--- config.mk ---
export PLATFORM = sky130hd
export DESIGN_NAME = shader_instruction_fetch
export DESIGN_NICKNAME = d
export VERILOG_FILES = /design/src/rtl/shader_instruction_fetch.sv
export SDC_FILE = /design/constraint.sdc
export NUM_CORES = 1
export LEC_CHECK = 0
export CORE_MARGIN = 2
export CORE_UTILIZATION = 50
export CTS_CLUSTER_DIAMETER = 150
export DETAILED_ROUTE_END_ITERATION = 10
export PLACE_DENSITY = 0.79
export SLEW_MARGIN = 20
export SYNTH_ARGS = -nofsm -noshare
export SYNTH_HDL_FRONTEND = slang
export SYNTH_SLANG_ARGS = --single-unit
--- constraint.sdc ---
create_clock -name clk -period 4.74 [get_ports clk]
set_input_delay 0.711 -clock clk [delete_from_list [all_inputs] [get_ports clk]]
set_output_delay 0.711 -clock clk [all_outputs]
set_load 0.02 [all_outputs]
--- src/rtl/shader_instruction_fetch.sv ---
// Vertex shader instruction fetch: PC, 1-cycle instruction memory reads, 2-deep issue buffer, branch flush, END stop.
// Optional performance counters are enabled with `define SHADER_IF_PERF_EN.
module shader_instruction_fetch #(
    parameter int                       INSTR_W = 32,
    parameter int                       PC_W    = 10,
    parameter int                       OPC_MSB = 31,
    parameter int                       OPC_LSB = 26,
    parameter logic [OPC_MSB-OPC_LSB:0] OPC_END = 6'h3F
) (
    input  logic               clk,
    input  logic               resetn,
    input  logic               iStart,
    input  logic [PC_W-1:0]    iStartPC,
    output logic               oIMemRd,
    output logic [PC_W-1:0]    oIMemAddr,
    input  logic [INSTR_W-1:0] iIMemData,
    output logic               oValid,
    output logic [INSTR_W-1:0] oInstruction,
    output logic [PC_W-1:0]    oPC,
    input  logic               iReady,
    input  logic               iBranchValid,
    input  logic [PC_W-1:0]    iBranchTarget,
    output logic               oBusy,
`ifdef SHADER_IF_PERF_EN
    output logic [15:0]        oPerfFetchCnt,
    output logic [15:0]        oPerfStallCnt,
`endif
    output logic               oDone
);

    typedef enum logic [1:0] {
        ST_IDLE  = 2'd0,
        ST_RUN   = 2'd1,
        ST_DRAIN = 2'd2,
        ST_DONE  = 2'd3
    } state_e;

    function automatic logic is_end(input logic [INSTR_W-1:0] word);
        return (word[OPC_MSB:OPC_LSB] == OPC_END);
    endfunction

    state_e             state_q;
    logic               busy_q;
    logic               done_q;
    logic [PC_W-1:0]    pc_q;
    logic               epoch_q;
    logic               inflight_q;
    logic               inflight_epoch_q;
    logic [PC_W-1:0]    inflight_pc_q;
    logic [INSTR_W-1:0] word_q [2];
    logic [PC_W-1:0]    word_pc_q [2];
    logic               rd_ptr_q;
    logic               wr_ptr_q;
    logic [1:0]         count_q;
    logic [1:0]         count_d;

    logic               start_s;
    logic               pop_s;
    logic               end_pop_s;
    logic               branch_s;
    logic               push_s;
    logic               push_end_s;
    logic [2:0]         occ_s;
    logic               rd_s;

    assign start_s    = iStart && (state_q == ST_IDLE);
    assign pop_s      = (count_q != 2'd0) && iReady;
    assign end_pop_s  = pop_s && is_end(word_q[rd_ptr_q]);
    // An END handed to decode in DRAIN finishes the program even if a redirect arrives with it.
    assign branch_s   = iBranchValid &&
                        ((state_q == ST_RUN) || ((state_q == ST_DRAIN) && !end_pop_s));
    assign push_s     = inflight_q && (inflight_epoch_q == epoch_q) &&
                        (state_q == ST_RUN) && !branch_s;
    assign push_end_s = push_s && is_end(iIMemData);
    // Occupancy after this cycle's pop, so a steady stream issues one read per cycle.
    assign occ_s      = {1'b0, count_q} + {2'b00, inflight_q} - {2'b00, pop_s};
    assign rd_s       = (state_q == ST_RUN) && !branch_s && (occ_s < 3'd2);

    assign oIMemRd      = rd_s;
    assign oIMemAddr    = pc_q;
    assign oValid       = (count_q != 2'd0);
    assign oInstruction = word_q[rd_ptr_q];
    assign oPC          = word_pc_q[rd_ptr_q];
    assign oBusy        = busy_q;
    assign oDone        = done_q;

    // Buffer occupancy next-state.
    always_comb begin
        count_d = count_q;
        if (push_s && !pop_s) begin
            count_d = count_q + 2'd1;
        end else if (pop_s && !push_s) begin
            count_d = count_q - 2'd1;
        end else begin
            count_d = count_q;
        end
    end

    // Program control FSM with registered busy/done flags.
    always_ff @(posedge clk or negedge resetn) begin
        if (!resetn) begin
            state_q <= ST_IDLE;
            busy_q  <= 1'b0;
            done_q  <= 1'b0;
        end else begin
            case (state_q)
                ST_IDLE: begin
                    done_q <= 1'b0;
                    if (start_s) begin
                        state_q <= ST_RUN;
                        busy_q  <= 1'b1;
                    end
                end
                ST_RUN: begin
                    done_q <= 1'b0;
                    if (branch_s) begin
                        state_q <= ST_RUN;
                    end else if (push_end_s) begin
                        state_q <= ST_DRAIN;
                    end
                end
                ST_DRAIN: begin
                    if (end_pop_s) begin
                        state_q <= ST_DONE;
                        done_q  <= 1'b1;
                    end else if (branch_s) begin
                        state_q <= ST_RUN;
                        done_q  <= 1'b0;
                    end else begin
                        done_q  <= 1'b0;
                    end
                end
                ST_DONE: begin
                    state_q <= ST_IDLE;
                    busy_q  <= 1'b0;
                    done_q  <= 1'b0;
                end
                default: begin
                    state_q <= ST_IDLE;
                    busy_q  <= 1'b0;
                    done_q  <= 1'b0;
                end
            endcase
        end
    end

    // PC, read tracking and the two-entry issue buffer.
    always_ff @(posedge clk or negedge resetn) begin
        if (!resetn) begin
            pc_q             <= '0;
            epoch_q          <= 1'b0;
            inflight_q       <= 1'b0;
            inflight_epoch_q <= 1'b0;
            inflight_pc_q    <= '0;
            rd_ptr_q         <= 1'b0;
            wr_ptr_q         <= 1'b0;
            count_q          <= 2'd0;
            for (int i = 0; i < 2; i++) begin
                word_q[i]    <= '0;
                word_pc_q[i] <= '0;
            end
        end else begin
            inflight_q <= rd_s;
            if (rd_s) begin
                inflight_epoch_q <= epoch_q;
                inflight_pc_q    <= pc_q;
            end
            if (start_s) begin
                pc_q     <= iStartPC;
                rd_ptr_q <= 1'b0;
                wr_ptr_q <= 1'b0;
                count_q  <= 2'd0;
            end else if (branch_s) begin
                pc_q     <= iBranchTarget;
                epoch_q  <= ~epoch_q;
                rd_ptr_q <= 1'b0;
                wr_ptr_q <= 1'b0;
                count_q  <= 2'd0;
            end else begin
                if (rd_s) begin
                    pc_q <= pc_q + PC_W'(1);
                end
                if (push_s) begin
                    word_q[wr_ptr_q]    <= iIMemData;
                    word_pc_q[wr_ptr_q] <= inflight_pc_q;
                    wr_ptr_q            <= ~wr_ptr_q;
                end
                if (pop_s) begin
                    rd_ptr_q <= ~rd_ptr_q;
                end
                count_q <= count_d;
            end
        end
    end

`ifdef SHADER_IF_PERF_EN
    logic [15:0] perf_fetch_q;
    logic [15:0] perf_stall_q;

    assign oPerfFetchCnt = perf_fetch_q;
    assign oPerfStallCnt = perf_stall_q;

    // Saturating transfer and stall counters, cleared when a program starts.
    always_ff @(posedge clk or negedge resetn) begin
        if (!resetn) begin
            perf_fetch_q <= 16'h0000;
            perf_stall_q <= 16'h0000;
        end else if (start_s) begin
            perf_fetch_q <= 16'h0000;
            perf_stall_q <= 16'h0000;
        end else begin
            if (pop_s && (perf_fetch_q != 16'hFFFF)) begin
                perf_fetch_q <= perf_fetch_q + 16'h0001;
            end
            if (oValid && !iReady && (perf_stall_q != 16'hFFFF)) begin
                perf_stall_q <= perf_stall_q + 16'h0001;
            end
        end
    end
`endif

endmodule

==> summary.txt, run 1 <==
Drt
  – Number of DRC markers after the initial detailed-route iteration: roughly 170
  – Detailed-route wire length per cell: between 15 and 20 um
  – Via count: 3629
  – Final WL: ~11000 um
  – Ratio of routed vias to standard cells: ~5.4
  – 1st-pass router iterations: 4
  – Residual DRC count: 0
  – Post-DRT Antenna Nets: 0

Cells and area
  – Layout-stage area growth over the synthesis result: 35.7%
  – Number of nets in the final layout: between 500 and 600
  – Antenna diodes: 0
  – Count of non-filler cells in the finished layout: 678
  – Final standard cell utilization of the core: 0.697
  – Most common cell after layout, fill and taps aside: sky130_fd_sc_hd__mux2_2
  – Post-route cell area: roughly 0.0072 mm2
  – Top library cells by usage in the layout, fill and taps aside: 125 x sky130_fd_sc_hd__mux2_2, 114 x sky130_fd_sc_hd__dfrtp_1, 111 x sky130_fd_sc_hd__clkdlybuf4s50_1
  – Fraction of final layout cells with drive strength greater than 1: 0.317

Placed design
  – Cell area reported after detailed placement: roughly 0.0065 mm2
  – Placed cells: about 650
  – Estimated wirelength of the detail-placed design: a little over 7000 um
  – Port Buf Inserts: between 100 and 150
  – Routability congestion estimate: roughly 0.8

Worst hold path
  – Min-Delay Path Class: input pin to asynchronous set/reset pin

GRT
  – Total congestion overflow: 0
  – Antenna violations before repair: 0
  – Maximum number of pins on one net before global-route repair: around 80
  – Number of global-route vias before repair: approximately 3700
  – GRT Overall Usage: 0.201
  – First-pass GRT wire length: 18000 um

Floorplan
  – Die boundary height: 107 um
  – I/O pin cnt: between 100 and 150
  – Starting density of the core: 0.514
  – DIE AREA: 0.0114 mm2
  – Rows: 37
  – Core outline area: ~0.010 mm2
  – Die Width: roughly 110 um

STA
  – Unrepaired setup endpoints after global routing: no
  – Slew at the pin with the worst max-slew slack: 1.08 ns
  – Clock Skews: 0.00906 ns
  – Min Clock Period, post-route: approximately 3.9 ns
  – Number of failing setup endpoints in the final timing report: 0
  – Number of pins with negative max-slew slack in the final report: 0
  – Max transition margin: 0.282
  – Fmax: 0.255 GHz
  – Hold violation total from the final report: 0
  – Total negative slack for setup checks: 0 ns
  – Post-Route Hold Slack: ~0.36 ns
  – Final Cycle Share: 0.828

Critical path
  – Max stage delay cell, worst path: sky130_fd_sc_hd__clkdlybuf4s50_1
  – Most frequent CP cell: sky130_fd_sc_hd__nand2_1
  – Arrival time worst endpoint: 3.21 ns
  – Chain of cells forming the critical path: or2_2 > nand2_1 > inv_1 > ha_1 > nor2b_1 > fa_1 > nor2_1 > nand2_1 > inv_2 > clkdlybuf4s50_1
  – Count of cells along the worst register-to-register path: 6
  – CP Data Required Time: 4.03 ns
  – Crit path launch type: register
  – Worst-path maximum fanout: 4
  – Critical path start-end classification: register to output port
  – Kind of capture point of the worst setup path: output port
  – CP max stage delay: 0.60 ns

Synthesis
  – Number of distinct library cells after synthesis: 44
  – Cell types with the largest area share after synthesis: sky130_fd_sc_hd__dfrtp_1 54%, sky130_fd_sc_hd__mux2_2 27%, sky130_fd_sc_hd__nand2_1 3.0%
  – Post-synth net total: between 400 and 500
  – Number of synthesized flops with an enable pin: 0
  – Syn Area/Cell: 12.8 um2
  – Cell area after synthesis: 0.00528 mm2
  – Yosys top cell area share: 0.545
  – Synth Instances: between 400 and 500
  – Library cell occupying the most area in the post-synthesis netlist: sky130_fd_sc_hd__dfrtp_1
  – Synth Register Bits: around 120
  – Total of warnings raised by yosys: 0
  – Proportion of synthesized chip area in sequential cells: 0.545
  – Synth Flop Type: sky130_fd_sc_hd__dfrtp_1
  – Share of async-settable or async-resettable flops after synthesis: 1.00

Clock tree
  – Number of setup buffers added after CTS: 0
  – Buffer type at the clock tree root: sky130_fd_sc_hd__clkbuf_8
  – Clock slew at reported path FFs: approximately 0.06 ns
  – Number of buffers inserted during clock tree synthesis: 17
  – CTS tree: built
  – CTS H-tree lvls: 4
  – Hold Buf Count CTS: 0
  – Clock buffer depth: 2
  – PostCTS Resize Cnt: 0
  – Clock tree sinks: approximately 120
  – Clk Latency, worst-skew pair: ~0.50 ns

Flow run
  – Max-cap violation count: 0

Power and ir drop
  – P per Cell Area: ~700 mW/mm2
  – Peak supply drop: around 0.38 mV
  – P_leak: roughly 3.2 nW

Status
  – Result of the run: complete, no violations
[registers in the layout, indices dropped and copies added, names as in the netlist]
signal and cells:
state_q 2, word_pc_q 20, inflight_epoch_q 1, count_q 2, oDone 1, rd_ptr_q 1, oBusy 1, epoch_q 1
inflight_pc_q 10, inflight_q 1, wr_ptr_q 1, oIMemAddr 10, word_q 64
[area by class of cell]
class	count	area [um2]
clock buffers	19	432
clock inverters	11	185
fillers	736	3110
inverters	10	37.5
multi-input cells	269	2300
flip-flops and latches	115	2880
well taps	136	170
repair buffers	118	1160
[synth_stat cells, types with 2 or more instances]
library cell               instances
sky130_fd_sc_hd__mux2_2          125
sky130_fd_sc_hd__dfrtp_1         115
sky130_fd_sc_hd__nand2_1          42
sky130_fd_sc_hd__nor2_1           14
sky130_fd_sc_hd__o21ai_0          10
sky130_fd_sc_hd__inv_1             9
sky130_fd_sc_hd__a22oi_1           8
sky130_fd_sc_hd__xnor2_1           7
sky130_fd_sc_hd__buf_2             6
sky130_fd_sc_hd__clkbuf_1          6
sky130_fd_sc_hd__nand3_1           6
sky130_fd_sc_hd__buf_1             5
sky130_fd_sc_hd__nor3_1            5
sky130_fd_sc_hd__xor2_1            5
sky130_fd_sc_hd__a21o_1            3
sky130_fd_sc_hd__a21oi_1           3
sky130_fd_sc_hd__ha_1              3
sky130_fd_sc_hd__nand4_1           3
sky130_fd_sc_hd__or2_2             3
sky130_fd_sc_hd__a31oi_1           2
sky130_fd_sc_hd__a32oi_1           2
sky130_fd_sc_hd__and2_1            2
sky130_fd_sc_hd__nand2b_1          2
sky130_fd_sc_hd__nand2b_4          2
sky130_fd_sc_hd__nor2b_1           2
sky130_fd_sc_hd__o21a_1            2
sky130_fd_sc_hd__o21bai_1          2
sky130_fd_sc_hd__o31ai_1           2
[kinds of logic (layout without fill, tap and decap cells)]
| family | count (synthesis) | in the layout | synth area share |
|---|---|---|---|
| adders and majority gates | 4 | 4 | 0.0109 |
| AOI/OAI and AO/OA | 43 | 43 | 0.0597 |
| and+or+nand+nor | 84 | 84 | 0.0739 |
| buffers and inverters | 28 | 158 | 0.0227 |
| DFF | 115 | 115 | 0.545 |
| xor gates and xnor gates | 12 | 12 | 0.0199 |
| muxes | 126 | 126 | 0.268 |
[stage by stage]
stage,setup WS [ns],total power [mW]
CTS,0.786,5.10
finish,0.815,5.05
detailed placement,1.00,3.74
global route,0.657,5.34
floorplan,1.36,2.91
global placement,0.993,3.67
[layer usage]
layer,part of all wire,global-route usage
met5,0,0
met4,0.012,0.0640
met2,0.48,0.327
met1,0.44,0.262
met3,0.065,0.0571
[where the power goes]
part	leakage [nW]	internal, mW	total, mW	switching [mW]
clock	0.299	0.909	1.32	0.412
sequential	1.47	1.38	1.68	0.298
combinational	1.44	1.12	2.05	0.929
[final timing paths]
check                           slack (ns)             start          endpoint
worst max-delay path                  0.82        count_q[0]           oIMemRd
worst min-delay path                  0.36            resetn        word_q[40]
worst max register to register        1.79          rd_ptr_q      oIMemAddr[5]
worst min register to register        0.49  inflight_pc_q[5]  inflight_pc_q[5]
max in group asynchronous             3.32            resetn        word_q[17]
min in group clk                      0.49  inflight_pc_q[5]  inflight_pc_q[5]
[worst max-delay path: cells and delay by family, from the launching register on]
kind,cells,cell delay (ns)
fa+ha+maj,2,0.72
buf+inv,3,0.76
flops,1,0.41
simple gates,5,0.82
Power figures use the tool's default switching activity.
==> run 2, diff against run 1 <==
Settings changed: CORE_UTILIZATION 50 to 46, PLACE_DENSITY 0.79 to 0.76.
Clock period 4.74 ns to 3.3 ns, I/O delays scaled along.
==> run 2 against run 1 <==
Net effect:
- flip-flop and latch count did not move
- sequential power rose by 41%
- worst hold slack got worse by 0.19 ns
- clock power rose by 53%
- critical endpoint unchanged
- routed wire length rose by 4.8%
- clock skew barely moved
- highest routed layer unchanged
- critical path depth did not move
- final area rose by 1.4%
- first-iteration DRC count rose by 18%
==> summary.txt, run 2 (synthesized netlist as in run 1, its figures left out) <==
Floorplan
  – I/O pin cnt: 113 (unchanged)
  – Starting density of the core: 0.467 (-0.0474)
  – Rows: 39 (+5.4%)
  – Core outline area: 0.0113 mm2 (+10%)
  – Die Width: 111 um (+4.1%)
  – DIE AREA: 0.0124 mm2 (+8.4%)
  – Die boundary height: 111 um (+4.1%)

Worst hold path
  – Min-Delay Path Class: input pin to asynchronous set/reset pin

STA
  – Max transition margin: 0.455 (+0.173)
  – Fmax: about 0.32 GHz
  – Clock Skews: 0.00864 ns (-0.000425 ns)
  – Post-Route Hold Slack: 0.172 ns (-0.192 ns)
  – Unrepaired setup endpoints after global routing: no
  – Min Clock Period, post-route: 3.09 ns
  – Hold violation total from the final report: 0 (unchanged)
  – Slew at the pin with the worst max-slew slack: 0.818 ns (-0.260 ns)
  – Final Cycle Share: 0.937
  – Number of pins with negative max-slew slack in the final report: 0 (unchanged)
  – Number of failing setup endpoints in the final timing report: 0 (unchanged)

Clock tree
  – CTS tree: built
  – Clock buffer depth: 2 (unchanged)
  – CTS H-tree lvls: 4 (unchanged)
  – Clk Latency, worst-skew pair: 0.41 ns (-0.09 ns)
  – Clock slew at reported path FFs: 0.06 ns (about the same)
  – Clock tree sinks: 115 (unchanged)
  – Number of buffers inserted during clock tree synthesis: 17 (unchanged)
  – Buffer type at the clock tree root: sky130_fd_sc_hd__clkbuf_16

Critical path
  – Most frequent CP cell: sky130_fd_sc_hd__nand2_1
  – FF-to-FF End: oIMemAddr[7]
  – Register-to-register setup slack: 0.52 ns (-1.27 ns)
  – Launch point of the worst path: count_q[0]
  – Critical path start-end classification: register to output port
  – Count of cells along the worst register-to-register path: 12 (+6)
  – Max stage delay cell, worst path: sky130_fd_sc_hd__fa_1
  – Startpoint of the worst-slack reg-to-reg timing path: count_q[0]
  – Chain of cells forming the critical path: or2_2 > nand2_1 > inv_1 > ha_1 > nor2b_1 > fa_1 > nor2_1 > nand2_1 > inv_2 > clkbuf_2
  – End point of the critical path: oIMemRd
  – Crit path launch type: register
  – Kind of capture point of the worst setup path: output port
  – Arrival time worst endpoint: 2.60 ns (-0.61 ns)
  – Worst-path maximum fanout: 4 (unchanged)
  – CP max stage delay: 0.43 ns (-0.17 ns)
  – CP Data Required Time: 2.80 ns (-1.23 ns)

Flow run
  – Max-cap violation count: 0 (unchanged)

Power and ir drop
  – Peak supply drop: 0.496 mV (+31%)
  – P_leak: 3.24 nW (+1.2%)
  – P per Cell Area: 1020 mW/mm2 (+45%)

Drt
  – Ratio of routed vias to standard cells: 5.38 (+0.51%)
  – Final WL: 11400 um (+4.8%)
  – Post-DRT Antenna Nets: 0 (unchanged)
  – Residual DRC count: 0 (unchanged)
  – Via count: 3723 (+2.6%)
  – Detailed-route wire length per cell: 16.5 um (+2.7%)
  – 1st-pass router iterations: 4 (unchanged)
  – Number of DRC markers after the initial detailed-route iteration: 194 (+18%)

Placed design
  – Estimated wirelength of the detail-placed design: 7700 um (+7.3%)
  – Routability congestion estimate: 0.810 (-1.3%)
  – Cell area reported after detailed placement: 0.00662 mm2 (+1.1%)
  – Port Buf Inserts: 112 (unchanged)

GRT
  – Number of global-route vias before repair: 3817 (+2.0%)
  – Antenna violations before repair: 0 (unchanged)
  – GRT Overall Usage: 0.194 (-0.00688)
  – Total congestion overflow: 0 (unchanged)
  – Maximum number of pins on one net before global-route repair: 63 (-20%)
  – First-pass GRT wire length: 19100 um (+6.3%)

Cells and area
  – Largest registers: word_q (64), word_pc_q (20)
  – Flip-flop count of the largest register, all copies and words added: 64 (unchanged)
  – Area of the multi-input gates: 0.00230 mm2 (-0.22%)
  – Final standard cell utilization of the core: 0.642 (-0.0557)
  – Sequential cell area: 0.00288 mm2 (unchanged)
  – Post-route cell area: 0.00727 mm2 (+1.4%)
  – Top library cells by usage in the layout, fill and taps aside: 125 x sky130_fd_sc_hd__mux2_2, 114 x sky130_fd_sc_hd__dfrtp_1, 110 x sky130_fd_sc_hd__clkdlybuf4s50_1
  – Fraction of final layout cells with drive strength greater than 1: 0.324 (+0.00688)
  – Count of fill cells added during filler insertion: 863 (+17%)
  – Layout-stage area growth over the synthesis result: 37.5%
  – Reg with most FFs: word_q
  – Most common cell after layout, fill and taps aside: sky130_fd_sc_hd__mux2_2
  – Number of nets in the final layout: 597 (+0.84%)
  – Antenna diodes: 0 (unchanged)

Status
  – Result of the run: complete, no violations
==> run 2: cell count changes in the layout (fill, tap and decap cells not counted), sizes merged <==
cell and change:
buf +5, clkinv -2, clkdlybuf4s50 -1, clkbuf +5
==> run 2: report_power, final <==
group	internal, mW	leakage, nW	total [mW]	switching [mW]
clock	1.40	0.313	2.02	0.618
sequential	1.98	1.47	2.37	0.386
combinational	1.62	1.46	3.02	1.40
total	5.00	3.24	7.40	2.40
==> run 2: area by class of cell <==
class	instances	share of cell area
Sequential cell	115	0.396
Timing Repair Buffer	123	0.168
Inverter	10	0.00517
Multi-Input combinational cell	269	0.316
Tap cell	143	0.0246
Clock buffer	23	0.0658
Clock inverter	9	0.0241
==> run 2: routing by layer <==
metal / wire, um / GRT usage / up-vias
li1: - / - / 1719
met1: 5340 / 0.264 / 1860
met2: 5340 / 0.307 / 132
met3: 627 / 0.0508 / 12
met4: 116 / 0.0626 / 0
met5: 0 / 0 / -
==> run 2: critical path, delay by kind of cell (launching register included) <==
family                   cells  cell delay, ns
AND/OR/NAND/NOR              5            0.76
adder cells (fa/ha/maj)      2            0.70
flip-flops                   1            0.41
buffers and inverters        3            0.30
==> run 2: worst min-delay path by stage <==
| stage | from | endpoint | slack, ns |
|---|---|---|---|
| after floorplan | resetn | count_q[0] | 0.20 |
| after global placement | inflight_pc_q[4] | inflight_pc_q[4] | 0.48 |
| after detailed placement | word_pc_q[5] | word_pc_q[5] | 0.49 |
| after CTS | resetn | word_q[36] | 0.20 |
| after global routing | resetn | word_q[7] | 0.23 |
| final | resetn | word_q[7] | 0.17 |
==> run 2: repair_timing <==
| action | 4_1_cts | 5_1_grt |
|---|---|---|
| gates cloned | 0 | 0 |
| endpoints found under the setup margin | 1 | 1 |
| hold buffers | 0 | 0 |
| setup buffers | 0 | 0 |
| gates resized for setup | 1 | 2 |
==> run 2: stage by stage <==
| stage | worst slack, ns | power (mW) | TNS, ns | std cells |
|---|---|---|---|---|
| after floorplan | 0.136 | 4.18 | 0 | 412 |
| final | 0.207 | 7.40 | 0 | 692 |
| after detailed placement | -0.0136 | 5.43 | -0.0136 | 660 |
| after global placement | 0.0269 | 5.31 | 0 | 660 |
| after global routing | 0.0244 | 7.81 | 0 | 692 |
| after CTS | 0.0206 | 7.48 | 0 | 692 |
==> run 3, diff against run 2 <==
Settings changed: GPL_ROUTABILITY_DRIVEN set to 0.
==> results of run 3 <==
Final layout, timing and power as in run 2 (identical DEF).
